## src/rtl/sram_arbiter.sv

```systemverilog
// Two-port arbiter in front of a single-port asynchronous-read SRAM; one access every three cycles.
// Define SRAM_ARB_RR_EN for round-robin on ties; otherwise port 0 has fixed priority.
module sram_arbiter #(
  parameter int ADDR_W = 4,
  parameter int DATA_W = 8
) (
  input  logic              clk,
  input  logic              reset,
  input  logic              req0,
  input  logic              req1,
  input  logic              we0,
  input  logic              we1,
  input  logic [ADDR_W-1:0] addr0,
  input  logic [ADDR_W-1:0] addr1,
  input  logic [DATA_W-1:0] wdata0,
  input  logic [DATA_W-1:0] wdata1,
  output logic              gnt0,
  output logic              gnt1,
  output logic [DATA_W-1:0] rdata0,
  output logic [DATA_W-1:0] rdata1,
  output logic [ADDR_W-1:0] sram_addr,
  output logic [DATA_W-1:0] sram_din,
  output logic              sram_we,
  input  logic [DATA_W-1:0] sram_dout
);

  typedef enum logic [1:0] {IDLE, ACCESS, ACK} state_t;

  state_t            state, state_nx;
  logic              sel, sel_nx;
  logic              pick1;
  logic              we_nx, gnt0_nx, gnt1_nx;
  logic [ADDR_W-1:0] addr_nx;
  logic [DATA_W-1:0] din_nx, rdata0_nx, rdata1_nx;
`ifdef SRAM_ARB_RR_EN
  logic              last, last_nx;
`endif

  // Next-state and next-output logic; outputs are all registered below.
  always_comb begin
    state_nx  = state;
    sel_nx    = sel;
    we_nx     = 1'b0;
    addr_nx   = sram_addr;
    din_nx    = sram_din;
    gnt0_nx   = 1'b0;
    gnt1_nx   = 1'b0;
    rdata0_nx = rdata0;
    rdata1_nx = rdata1;
`ifdef SRAM_ARB_RR_EN
    last_nx   = last;
    // last==0 means port 0 was granted most recently, so port 1 wins a tie
    pick1     = req1 & (~req0 | ~last);
`else
    pick1     = req1 & ~req0;
`endif
    case (state)
      IDLE: begin
        if (req0 | req1) begin
          sel_nx   = pick1;
          we_nx    = pick1 ? we1 : we0;
          addr_nx  = pick1 ? addr1 : addr0;
          din_nx   = pick1 ? wdata1 : wdata0;
          state_nx = ACCESS;
`ifdef SRAM_ARB_RR_EN
          last_nx  = pick1;
`endif
        end
      end
      ACCESS: begin
        // The SRAM commits a write at the edge leaving ACCESS; reads are captured here too
        if (sel) begin
          gnt1_nx = 1'b1;
          if (!sram_we) rdata1_nx = sram_dout;
        end else begin
          gnt0_nx = 1'b1;
          if (!sram_we) rdata0_nx = sram_dout;
        end
        state_nx = ACK;
      end
      ACK: begin
        state_nx = IDLE;
      end
      default: begin
        state_nx = IDLE;
      end
    endcase
  end

  always_ff @(posedge clk) begin
    if (reset) begin
      state     <= IDLE;
      sel       <= 1'b0;
      sram_we   <= 1'b0;
      sram_addr <= '0;
      sram_din  <= '0;
      gnt0      <= 1'b0;
      gnt1      <= 1'b0;
      rdata0    <= '0;
      rdata1    <= '0;
`ifdef SRAM_ARB_RR_EN
      last      <= 1'b1;
`endif
    end else begin
      state     <= state_nx;
      sel       <= sel_nx;
      sram_we   <= we_nx;
      sram_addr <= addr_nx;
      sram_din  <= din_nx;
      gnt0      <= gnt0_nx;
      gnt1      <= gnt1_nx;
      rdata0    <= rdata0_nx;
      rdata1    <= rdata1_nx;
`ifdef SRAM_ARB_RR_EN
      last      <= last_nx;
`endif
    end
  end

endmodule

```

## config.mk

```make
export PLATFORM = sky130hd
export DESIGN_NAME = sram_arbiter
export DESIGN_NICKNAME = d
export VERILOG_FILES = /design/src/rtl/sram_arbiter.sv
export SDC_FILE = /design/constraint.sdc
export NUM_CORES = 1
export LEC_CHECK = 0
export CORE_AREA = 5 5 72 61
export DETAILED_ROUTE_END_ITERATION = 7
export DIE_AREA = 0 0 77 66
export GPL_TIMING_DRIVEN = 0
export PLACE_DENSITY = 0.76
export RECOVER_POWER = 100
export SLEW_MARGIN = 20
export SYNTH_ARGS = -nofsm -noshare
export SYNTH_HDL_FRONTEND = slang
export SYNTH_SLANG_ARGS = --single-unit
```

## constraint.sdc

```tcl
create_clock -name clk -period 1.8 [get_ports clk]
set_input_delay 0.36 -clock clk [delete_from_list [all_inputs] [get_ports clk]]
set_output_delay 0.36 -clock clk [all_outputs]
set_load 0.005 [all_outputs]
```

Word level (Yosys, flattened, before mapping) --
Cells that the tools add are included.
Word-level totals: word-level logic and storage cells 32, output and inout port bits 31, register bits after elaboration 34, bits of input ports 38
Operators by class: equality and inequality tests 2, bitwise gates (word level) 8, reduce and logical (&&, ||, !) cells 6, mux-type cells 7
Operators with widths (count):
- 2-to-1 mux 8 bit | 1
- inverter 1 bit | 6
- AND reduction 3 bit | 2
- 2-to-1 mux 4 bit | 1
- one-hot mux 2 bit (2 select lines) | 1
- 2-to-1 mux 1 bit | 3
- OR reduction 3 bit | 1
- == test 2 x 1 -> 1 bit (second input constant) | 1
- logical NOT 2 bit | 1
- 2-to-1 mux 2 bit | 1
- != test 2 bit (second input constant) | 1
- AND reduction 2 bit | 1
- OR reduction 2 bit | 1
- bitwise AND 1 bit | 1
- bitwise OR 1 bit | 1

Longest topological paths before layout --
Gate-level depths: netlist (run 1).
depth after elaboration 3, gate-level depth with buffers 4, mapped depth without buffers 3

Worst setup path after synthesis (run 1) --
OpenSTA, ideal clock, no wires.
path kind reg-to-reg, from register sel, to register rdata0[0], arrival 1094 ps, buffers on the path 1, data required time 1668 ps, stages on the path, launching flop included 5, setup time 132 ps, clock period less this slack 1226 ps, path slack 574 ps, path through dfxtp_1 or4b_1 buf_2 nand2_1 a21oi_1
Between the ends: word-level cells in the longest chain between the ends 2
RTL lines:
- start: declaration | RTL line 30 | logic sel, sel_nx;
- start signal: assignment | RTL line 106 | sel <= sel_nx;
- inverter 1 bit (no line)
- AND reduction 3 bit (no line)
- end signal: assignment | RTL line 112 | rdata0 <= rdata0_nx;
- end: declaration | RTL line 19 | output logic [DATA_W-1:0] rdata0,
Every way passes these cells. A chain may end at the register's enable or synchronous reset.

Worst setup path after layout (run 1) --
from register sram_we, to output sram_we
RTL lines:
- start: declaration | RTL line 23 | output logic sram_we,
- start signal: assignment | RTL line 107 | sram_we <= we_nx;
No word-level cell between the ends.

==> run metrics, run 1 <==
peak supply drop=0.5008 mV; family of cells with the greatest summed delay on the critical path=buffers and inverters; total clock buffers created by CTS=5; Slew Limit Fails=0; Total Neg Setup Slack=0 ps; Highest Clock Rate=between 600 and 700 MHz; startpoint of the lowest-slack hold path=rdata0[2]$_SDFFE_PP0P_; number of setup buffers added after CTS=0; floorplan core area=0.003628 mm²; CP Data Required Time=between 1000 and 1500 ps; category of the worst setup path launch point=flop; Routed Antenna Nets=0; worst slew slack as a fraction of its limit=0.5075; DR DRC count=0; number of detailed-route iterations in the first pass=4; number of DRC markers after the initial detailed-route iteration=37; timing startpoint of the critical path=sram_we$_SDFF_PP0_; r2r startpoint=state[1]$_SDFFE_PP0P_; final RePlAce weighted congestion=between 0.7 and 0.8; CTS tree=done; CTS clk-pin slew, worst paths=70 ps; Reg area=between 600 and 700 µm²; kind of capture point of the worst setup path=output pin; kind of critical path=reg2out; final worst clock skew=5.045 ps; Mapped Area=0.001329 mm²; CTS Root Buffer Type=clkbuf_8; horizontal die dimension=77 µm; Register-to-Register Path Depth=4; Final Power=1.753 mW; final hold violation count=0; average routed wire per standard cell=between 10 and 15 µm; min-delay worst type=reg2reg; Distinct cells, synth=22; Final min period=roughly 1600 ps; number of fill cells=334; Hold Path Cell Cnt=2; Syn. warnings=0; CP max-delay cell=dlygate4sd3_1; total power per unit cell area=814.2 mW/mm²; vias in the first global route=1206; sinks on the clock net=34; highest fanout seen on the critical path=4; combined area of the multi-input logic cells=590.6 µm²; GR Overflow Total=0; total number of vias=roughly 1300; result of the run=finished, final reports clean; crit-path max cell delay=about 600 ps; maximum number of buffers from clock root to sink=2; HPWL reported at the end of detailed placement=approximately 2800 µm; initial core utilization=0.3662; Site Rows=20; final setup violating endpoints=0; Syn-to-layout area delta=62.05%; post-synthesis sequential area ratio=0.5122; vertical die dimension=66 µm; total number of H-tree levels=2; wire length after detailed routing=3786 µm; pin count of the biggest net entering global routing=11; share of final-layout standard cells stronger than drive strength 1=0.07556; unrepaired setup endpoints after global routing=false; I/O Buffers=approximately 70; cts-stage hold buffer count=0; fin crit share=0.8962; count of boundary I/O pins=69; Tot GR Track Use=0.1516; measured slew at the worst slew-check pin=736.8 ps; logic depth of the worst setup path including buffers=1; CTS resizes=0; Static Leakage=just under 0.9 nW; synthesized area per cell=8.918 µm²; synthesized flop and latch total=34; insertion delay to the later sink of the worst-skew pair=280 ps; post-DR vias/cell=4.810; net count of the mapped netlist=187; global-route wire length before repair=between 6000 and 7000 µm; number of buffers and inverters on the critical path=1; cell-by-cell listing of the critical path=dlygate4sd3_1; number of instances in the synthesized netlist=149; Critical Path AT=1250 ps; Antenna Diode Count=0; max_cap viols=0; antenna violations before repair=0; die area=0.005082 mm²; final-stage net count=between 200 and 300
registers in the layout, summed over array words and instances, names as in the netlist:
register   count
gnt0           1
rdata1         8
gnt1           1
state          2
sram_addr      4
sram_we        1
sram_din       8
sel            1
rdata0         8
layout by cell type, fill, tap and decap left out:
cell	n
nand2_1	41
clkdlybuf4s50_1	36
dfxtp_1	34
dlygate4sd3_1	32
a21oi_1	21
a311oi_1	12
nor2_1	10
mux2i_1	9
clkbuf_8	6
clkbuf_1	4
buf_2	3
clkbuf_2	2
or2_4	1
and2_1	1
buf_6	1
and2b_1	1
nand2b_1	1
nor4b_2	1
or4b_1	1
nor3b_1	1
nor2b_1	1
and2_0	1
and4bb_2	1
buf_4	1
nor3_1	1
a211oi_1	1
clkinv_2	1
metal layers:
layer	vias to the layer above	GRT usage	wire length, µm
li1	669	-	-
met1	595	0.1970	1786
met2	28	0.2394	1810
met3	2	0.05041	153
met4	0	0.04506	36
met5	-	0	0
Yosys cell counts:
cell / instances / area share
nor2_2: 1 / 0.0047
nor4b_2: 1 / 0.011
a21oi_1: 21 / 0.079
dfxtp_1: 34 / 0.51
nor3_1: 1 / 0.0038
clkbuf_1: 3 / 0.0085
buf_6: 1 / 0.0085
buf_2: 5 / 0.019
and2b_1: 1 / 0.0057
a211oi_1: 1 / 0.0057
and2_1: 2 / 0.0094
nand2b_1: 1 / 0.0047
and4bb_2: 1 / 0.0094
nor2_1: 9 / 0.025
buf_4: 1 / 0.0057
nor2b_1: 1 / 0.0047
or2_4: 1 / 0.0066
or4b_1: 1 / 0.0075
nand2_1: 41 / 0.12
a311oi_1: 12 / 0.079
mux2i_1: 9 / 0.068
nor3b_1: 1 / 0.0057
logic make-up after synthesis:
kind of cell / synth area share
buffers and inverters: 0.04143
AOI/OAI and AO/OA: 0.1638
and+or+nand+nor: 0.2147
muxes: 0.06780
DFF: 0.5122
worst reg2reg max path, stage by stage, from the launching register on:
cell and delay (ps):
dfxtp_1 360, nor2_1 390, clkbuf_2 320, a21oi_1 100, a311oi_1 260
worst paths after layout:
check | end | slack [ps]
max | sram_we | 190
min | rdata0[2]$_SDFFE_PP0P_ | 450
max reg2reg | sram_din[0]$_SDFFE_PP0P_ | 280
min reg2reg | rdata0[2]$_SDFFE_PP0P_ | 450
where the power goes:
group / total (mW) / switching [mW] / internal, mW
Sequential: 0.834 / 0.0284 / 0.806
Clock: 0.580 / 0.271 / 0.309
Combinational: 0.339 / 0.141 / 0.198
area by class of cell:
type	count	area share
clock inverter	1	0.002324
multi-input combinational	105	0.2743
timing repair buffer	68	0.3161
tap	44	0.02557
clock buffer	7	0.04009
buffer	10	0.02557
sequential	34	0.3161
metrics by stage:
| step | area [µm²] | hold slack, ps | cells | setup slack (ps) | util |
|---|---|---|---|---|---|
| floorplan | 1329 | 432.1 | 149 | 573.9 | - |
| global placement | 2064 | 442.7 | 261 | 43.33 | 0.5690 |
| detailed placement | 2064 | 447.9 | 261 | 2.030 | 0.5690 |
| CTS | 2156 | 456.6 | 269 | 224.4 | 0.5941 |
| global route | 2153 | 479.3 | 269 | 105.6 | 0.5934 |
| finish | 2153 | 448.5 | 269 | 186.9 | 0.5934 |
Power figures use the tool's default switching activity.
==> run 2, diff against run 1 <==
--- a/config.mk
+++ b/config.mk
@@ -5,11 +5,13 @@
 export SDC_FILE = /design/constraint.sdc
 export NUM_CORES = 1
 export LEC_CHECK = 0
-export CORE_AREA = 5 5 72 61
+export ABC_AREA = 1
+export CORE_AREA = 2 2 72 61
 export DETAILED_ROUTE_END_ITERATION = 7
-export DIE_AREA = 0 0 77 66
+export DIE_AREA = 0 0 74 63
 export GPL_TIMING_DRIVEN = 0
-export PLACE_DENSITY = 0.76
+export HOLD_SLACK_MARGIN = 0.06
+export PLACE_DENSITY = 0.77
 export RECOVER_POWER = 100
 export SLEW_MARGIN = 20
 export SYNTH_ARGS = -nofsm -noshare
==> run 2 against run 1 <==
  * Worst setup slack worse by 41 ps
  * Wire length is 3.6% lower
  * Combinational power is 26% higher
  * First-iteration DRC count is 110% higher
  * Sequential power is 1% higher
  * Largest cell class unchanged
  * Sequential share of layout area is 3.1 points lower
  * Highest routed layer unchanged
  * Largest power group unchanged
  * Clock skew is 2.0 ps lower
  * Core utilization is 0.76 points higher
  * Area after synthesis is 17% higher
  * Fmax is 2.5% lower
  * Die area is 8.3% lower
  * Critical path depth stayed put
==> run metrics, run 2 <==
result of the run=finished, final reports clean; proportion of power drawn by combinational gates=0.238; post-route cell area=0.002385 mm²; leading cell types by count after synthesis=72 x nand2_1, 50 x nor2_1, 34 x dfxtp_1, 29 x nand3_1, 24 x inv_1; part of the power in the clock network=0.289; worst slew slack as a fraction of its limit=0.7014; leading register cell type out of synthesis=dfxtp_1; post-synthesis sequential area ratio=0.4373; number of instances in the synthesized netlist=242; highest fanout seen on the critical path=4; Syn-to-layout area delta=53.22%; pin count of the biggest net entering global routing=11; antenna violations before repair=0; Final min period=1654 ps; number of fill cells=382; EDFF count, synth=0; HPWL reported at the end of detailed placement=2856 µm; Total Neg Setup Slack=0 ps; vias in the first global route=1441; max_cap viols=0; CTS Root Buffer Type=clkbuf_8; Hold Path Cell Cnt=2; total clock buffers created by CTS=5; family of cells with the greatest summed delay on the critical path=buffers and inverters; vertical die dimension=63 µm; Switch Pwr=between 0.4 and 0.5 mW; number of buffers and inverters on the critical path=1; cell with the most instances after synthesis=nand2_1; floorplan core area=0.003968 mm²; count of boundary I/O pins=69; number of detailed-route iterations in the first pass=4; final worst clock skew=3.052 ps; measured slew at the worst slew-check pin=approximately 450 ps; Register-to-Register Path Depth=5; die area=0.004662 mm²; logic depth of the worst setup path including buffers=1; sinks on the clock net=34; number of DRC markers after the initial detailed-route iteration=76; final RePlAce weighted congestion=between 0.7 and 0.8; total number of vias=1624; post-DR vias/cell=4.342; wire length after detailed routing=between 3000 and 4000 µm; synthesized flop and latch total=34; cell area after placement=between 0.002 and 0.0025 mm²; GR Overflow Total=0; CTS resizes=0; total number of H-tree levels=2; total power per unit cell area=750.3 mW/mm²; internal power=1.306 mW; Site Rows=21; DR DRC count=0; unrepaired setup endpoints after global routing=false; CTS tree=done; share of total power in sequential cells=0.473; crit-path max cell delay=550 ps; synthesized area per cell=6.432 µm²; most common cell after layout, fill and taps aside=nand2_1; cell types occupying the most area after synthesis=dfxtp_1 44%, nand2_1 17%, nor2_1 12%; Mapped Area=0.001556 mm²; initial core utilization=0.3923; Slew Limit Fails=0; Tot GR Track Use=0.1666; top cell type's share of synthesized area=0.4373; Highest Clock Rate=604.6 MHz; peak supply drop=about 0.32 mV; maximum number of buffers from clock root to sink=2; average routed wire per standard cell=9.762 µm; CP Data Required Time=1440 ps; kind of capture point of the worst setup path=output pin; net count of the mapped netlist=280; Routed Antenna Nets=0; proportion of synthesized flip-flops having asynchronous set or reset=0; share of final-layout standard cells stronger than drive strength 1=0.07886; category of the worst setup path launch point=flop; cts-stage hold buffer count=0; final setup violating endpoints=0; post-synthesis cell type with the largest combined area=dfxtp_1; final-stage net count=roughly 360; leading registers by flop count=rdata0 (8), rdata1 (8), sram_din (8); Syn. warnings=0; commonest cells after routing, fill and taps aside=72 x nand2_1, 50 x nor2_1, 36 x clkdlybuf4s50_1, 34 x dfxtp_1, 32 x dlygate4sd3_1; number of setup buffers added after CTS=0; cell-by-cell listing of the critical path=clkdlybuf4s50_1; Static Leakage=1.180 nW; kind of critical path=reg2out; fin crit share=0.9189; min-delay worst type=reg2reg; CTS clk-pin slew, worst paths=60 ps; Distinct cells, synth=13; Critical Path AT=1290 ps; I/O Buffers=between 60 and 70; Antenna Diode Count=0; global-route wire length before repair=a little over 6000 µm; switching part of the total=0.2701; insertion delay to the later sink of the worst-skew pair=around 280 ps; horizontal die dimension=74 µm; CP max-delay cell=clkdlybuf4s50_1; final hold violation count=0
==> run 2: area by class of cell <==
type	instances	area, µm²	area share
well taps	57	71.32	0.02991
repair buffers	68	680.7	0.2854
plain buffers	11	57.56	0.02413
clock buffers	7	76.32	0.03200
inverters	30	112.6	0.04722
multi-input cells	167	705.7	0.2959
flip-flops and latches	34	680.7	0.2854
==> run 2: metrics by stage <==
stage                 util  std cells  hold slack [ps]  total power [mW]  setup WS (ps)
CTS                 0.6011        374            487.2             1.823          141.8
finish              0.6011        374            476.8             1.789          145.9
global placement    0.5818        367            461.9             1.307          105.2
floorplan                -        242            429.1             1.079          800.6
detailed placement  0.5818        367            472.8             1.316          85.69
global route        0.6011        374            511.4             1.888          100.4
==> run 2: cell families (layout without fill, tap and decap cells) <==
family | count (synthesis) | in the layout | share of synthesized area
flops | 34 | 34 | 0.4373
simple gates | 157 | 157 | 0.4212
buf+inv | 41 | 116 | 0.1093
compound gates | 10 | 10 | 0.03216
==> run 2: power by group through the flow <==
stage / sequential (mW) / combinational [mW] / clock [mW]
finish: 0.846 / 0.427 / 0.517
global route: 0.852 / 0.482 / 0.554
floorplan: 0.867 / 0.212 / 0
CTS: 0.849 / 0.452 / 0.522
global placement: 0.863 / 0.443 / 0
detailed placement: 0.865 / 0.450 / 0
==> run 2: final timing paths <==
path	start	to	slack [ps]
worst min-delay path	rdata1[3]$_SDFFE_PP0P_	rdata1[3]$_SDFFE_PP0P_	480
worst min register to register	rdata1[3]$_SDFFE_PP0P_	rdata1[3]$_SDFFE_PP0P_	480
worst max register to register	sel$_SDFFE_PP0P_	rdata0[3]$_SDFFE_PP0P_	670
worst max-delay path	sram_we$_SDFF_PP0_	sram_we	150
==> run 2: layer usage <==
| layer | global-route usage | share of wire |
|---|---|---|
| met2 | 0.2813 | 0.46 |
| met5 | 0 | 0 |
| met1 | 0.1879 | 0.44 |
| met4 | 0.06136 | 0.013 |
| met3 | 0.06290 | 0.077 |
==> run 3, diff against run 2 <==
--- a/config.mk
+++ b/config.mk
@@ -6,12 +6,12 @@
 export NUM_CORES = 1
 export LEC_CHECK = 0
 export ABC_AREA = 1
-export CORE_AREA = 2 2 72 61
+export CORE_AREA = 2 2 73 61
 export DETAILED_ROUTE_END_ITERATION = 7
-export DIE_AREA = 0 0 74 63
+export DIE_AREA = 0 0 75 63
 export GPL_TIMING_DRIVEN = 0
 export HOLD_SLACK_MARGIN = 0.06
-export PLACE_DENSITY = 0.77
+export PLACE_DENSITY_LB_ADDON = 0.05
 export RECOVER_POWER = 100
 export SLEW_MARGIN = 20
 export SYNTH_ARGS = -nofsm -noshare
==> run 3 against run 2 <==
  * Combinational power hardly changed
  * Critical path depth unchanged
  * Fmax down 0.26%
  * Register-to-register slack got worse by 110 ps
  * Hold slack got worse by 3.7 ps
  * Cell area rose by 0.52%
  * Sequential power about the same
  * Die area is 1.4% higher
  * Largest power group unchanged
==> run metrics, run 3 (synthesis results as in run 2) <==
peak supply drop=about 0.56 mV; most common cell after layout, fill and taps aside=nand2_1; Reg area=680.7 µm²; kind of critical path=reg2out; setup slack of the worst register-to-register path=560 ps; total number of H-tree levels=2; Routed Antenna Nets=0; Antenna Diode Count=0; CP max-delay cell=clkdlybuf4s50_1; number of setup buffers added after CTS=0; Highest Clock Rate=603.0 MHz; total number of vias=between 1500 and 2000; GR Overflow Total=0; average routed wire per standard cell=10.09 µm; insertion delay to the later sink of the worst-skew pair=280 ps; combined area of the multi-input logic cells=705.7 µm²; r2r startpoint=state[1]$_SDFFE_PP0P_; maximum number of buffers from clock root to sink=2; family of cells with the greatest summed delay on the critical path=buffers and inverters; initial core utilization=0.3872; wire length after detailed routing=3785 µm; Total Neg Setup Slack=0 ps; floorplan core area=a little over 0.004 mm²; worst slew slack as a fraction of its limit=0.6787; CTS resizes=0; commonest cells after routing, fill and taps aside=72 x nand2_1, 50 x nor2_1, 37 x clkdlybuf4s50_1, 34 x dfxtp_1, 31 x dlygate4sd3_1; highest fanout seen on the critical path=4; count of boundary I/O pins=69; global-route wire length before repair=6651 µm; kind of capture point of the worst setup path=output pin; share of final-layout standard cells stronger than drive strength 1=0.07862; number of DRC markers after the initial detailed-route iteration=40; final RePlAce weighted congestion=0.7914; HPWL reported at the end of detailed placement=2839 µm; CP Data Required Time=1440 ps; I/O Buffers=68; vertical die dimension=63 µm; category of the worst setup path launch point=flop; total power per unit cell area=roughly 770 mW/mm²; Syn-to-layout area delta=54.02%; final-stage net count=between 300 and 400; die area=about 0.0047 mm²; total clock buffers created by CTS=5; final core utilization=0.5963; final setup violating endpoints=0; number of detailed-route iterations in the first pass=4; leading registers by flop count=rdata0 (8), rdata1 (8), sram_din (8); Static Leakage=1.184 nW; Tot GR Track Use=0.1807; final hold violation count=0; Hold EP=rdata1[6]$_SDFFE_PP0P_; post-DR vias/cell=4.272; vias in the first global route=1461; antenna violations before repair=0; Hold Path Cell Cnt=2; final worst clock skew=~3.6 ps; cell-by-cell listing of the critical path=clkdlybuf4s50_1; crit-path max cell delay=560 ps; number of fill cells=a little over 400; Critical Path AT=1300 ps; pin count of the biggest net entering global routing=11; horizontal die dimension=between 70 and 80 µm; startpoint of the lowest-slack hold path=rdata1[6]$_SDFFE_PP0P_; Final min period=between 1500 and 2000 ps; Register-to-Register Path Depth=5; number of buffers and inverters on the critical path=1; DR DRC count=0; cts-stage hold buffer count=0; fin crit share=0.9213; Slew Limit Fails=0; measured slew at the worst slew-check pin=481.9 ps; CTS tree=done; CTS clk-pin slew, worst paths=60 ps; result of the run=finished, final reports clean; Critical R2R Capture=sram_din[0]$_SDFFE_PP0P_; max_cap viols=0; Site Rows=21; min-delay worst type=reg2reg; CTS Root Buffer Type=clkbuf_8; unrepaired setup endpoints after global routing=false; sinks on the clock net=34
==> run 3: worst max-delay path by stage <==
stage / cells past startpoint / to / from / slack, ps
2_1_floorplan: 7 / sram_addr[0]$_SDFFE_PP0P_ / req0 / 800
3_3_place_gp: 7 / sram_din[0]$_SDFFE_PP0P_ / req1 / 110
3_5_place_dp: 7 / sram_addr[3]$_SDFFE_PP0P_ / req1 / 110
4_1_cts: 1 / sram_we / sram_we$_SDFF_PP0_ / 130
5_1_grt: 7 / sram_addr[1]$_SDFFE_PP0P_ / req1 / 60
6_report: 1 / sram_we / sram_we$_SDFF_PP0_ / 140
==> run 3: report_power, final <==
| part | internal [mW] | leakage (nW) | total [mW] | switching [mW] |
|---|---|---|---|---|
| Clock | 0.308 | 0.0482 | 0.571 | 0.263 |
| Combinational | 0.226 | 0.856 | 0.427 | 0.201 |
| Sequential | 0.813 | 0.279 | 0.845 | 0.0319 |
==> run 3: area by class of cell <==
type                       instances  share of cell area
clock buffer                       7             0.03601
tap                               57             0.02975
clock inverter                     1            0.002088
buffer                            11             0.02296
inverter                          30             0.04697
multi-input combinational        167              0.2944
sequential                        34              0.2839
timing repair buffer              68              0.2839
==> run 3: layer usage <==
layer	vias up	global-route usage	part of all wire
li1	879	-	-
met1	682	0.2577	0.53
met2	34	0.2654	0.41
met3	7	0.04677	0.045
met4	0	0.05357	0.012
met5	-	0	0
==> run 3: per-stage QoR <==
step	cell area (µm²)	setup slack [ps]	cells	hold WS (ps)	power, mW
after floorplan	1556	800.6	242	429.1	1.079
after global placement	2308	111.7	367	465.9	1.311
after detailed placement	2308	106.8	367	469.4	1.315
after CTS	2400	125.3	375	485.0	1.891
after global routing	2397	58.94	375	519.4	1.958
final	2397	141.7	375	473.1	1.843
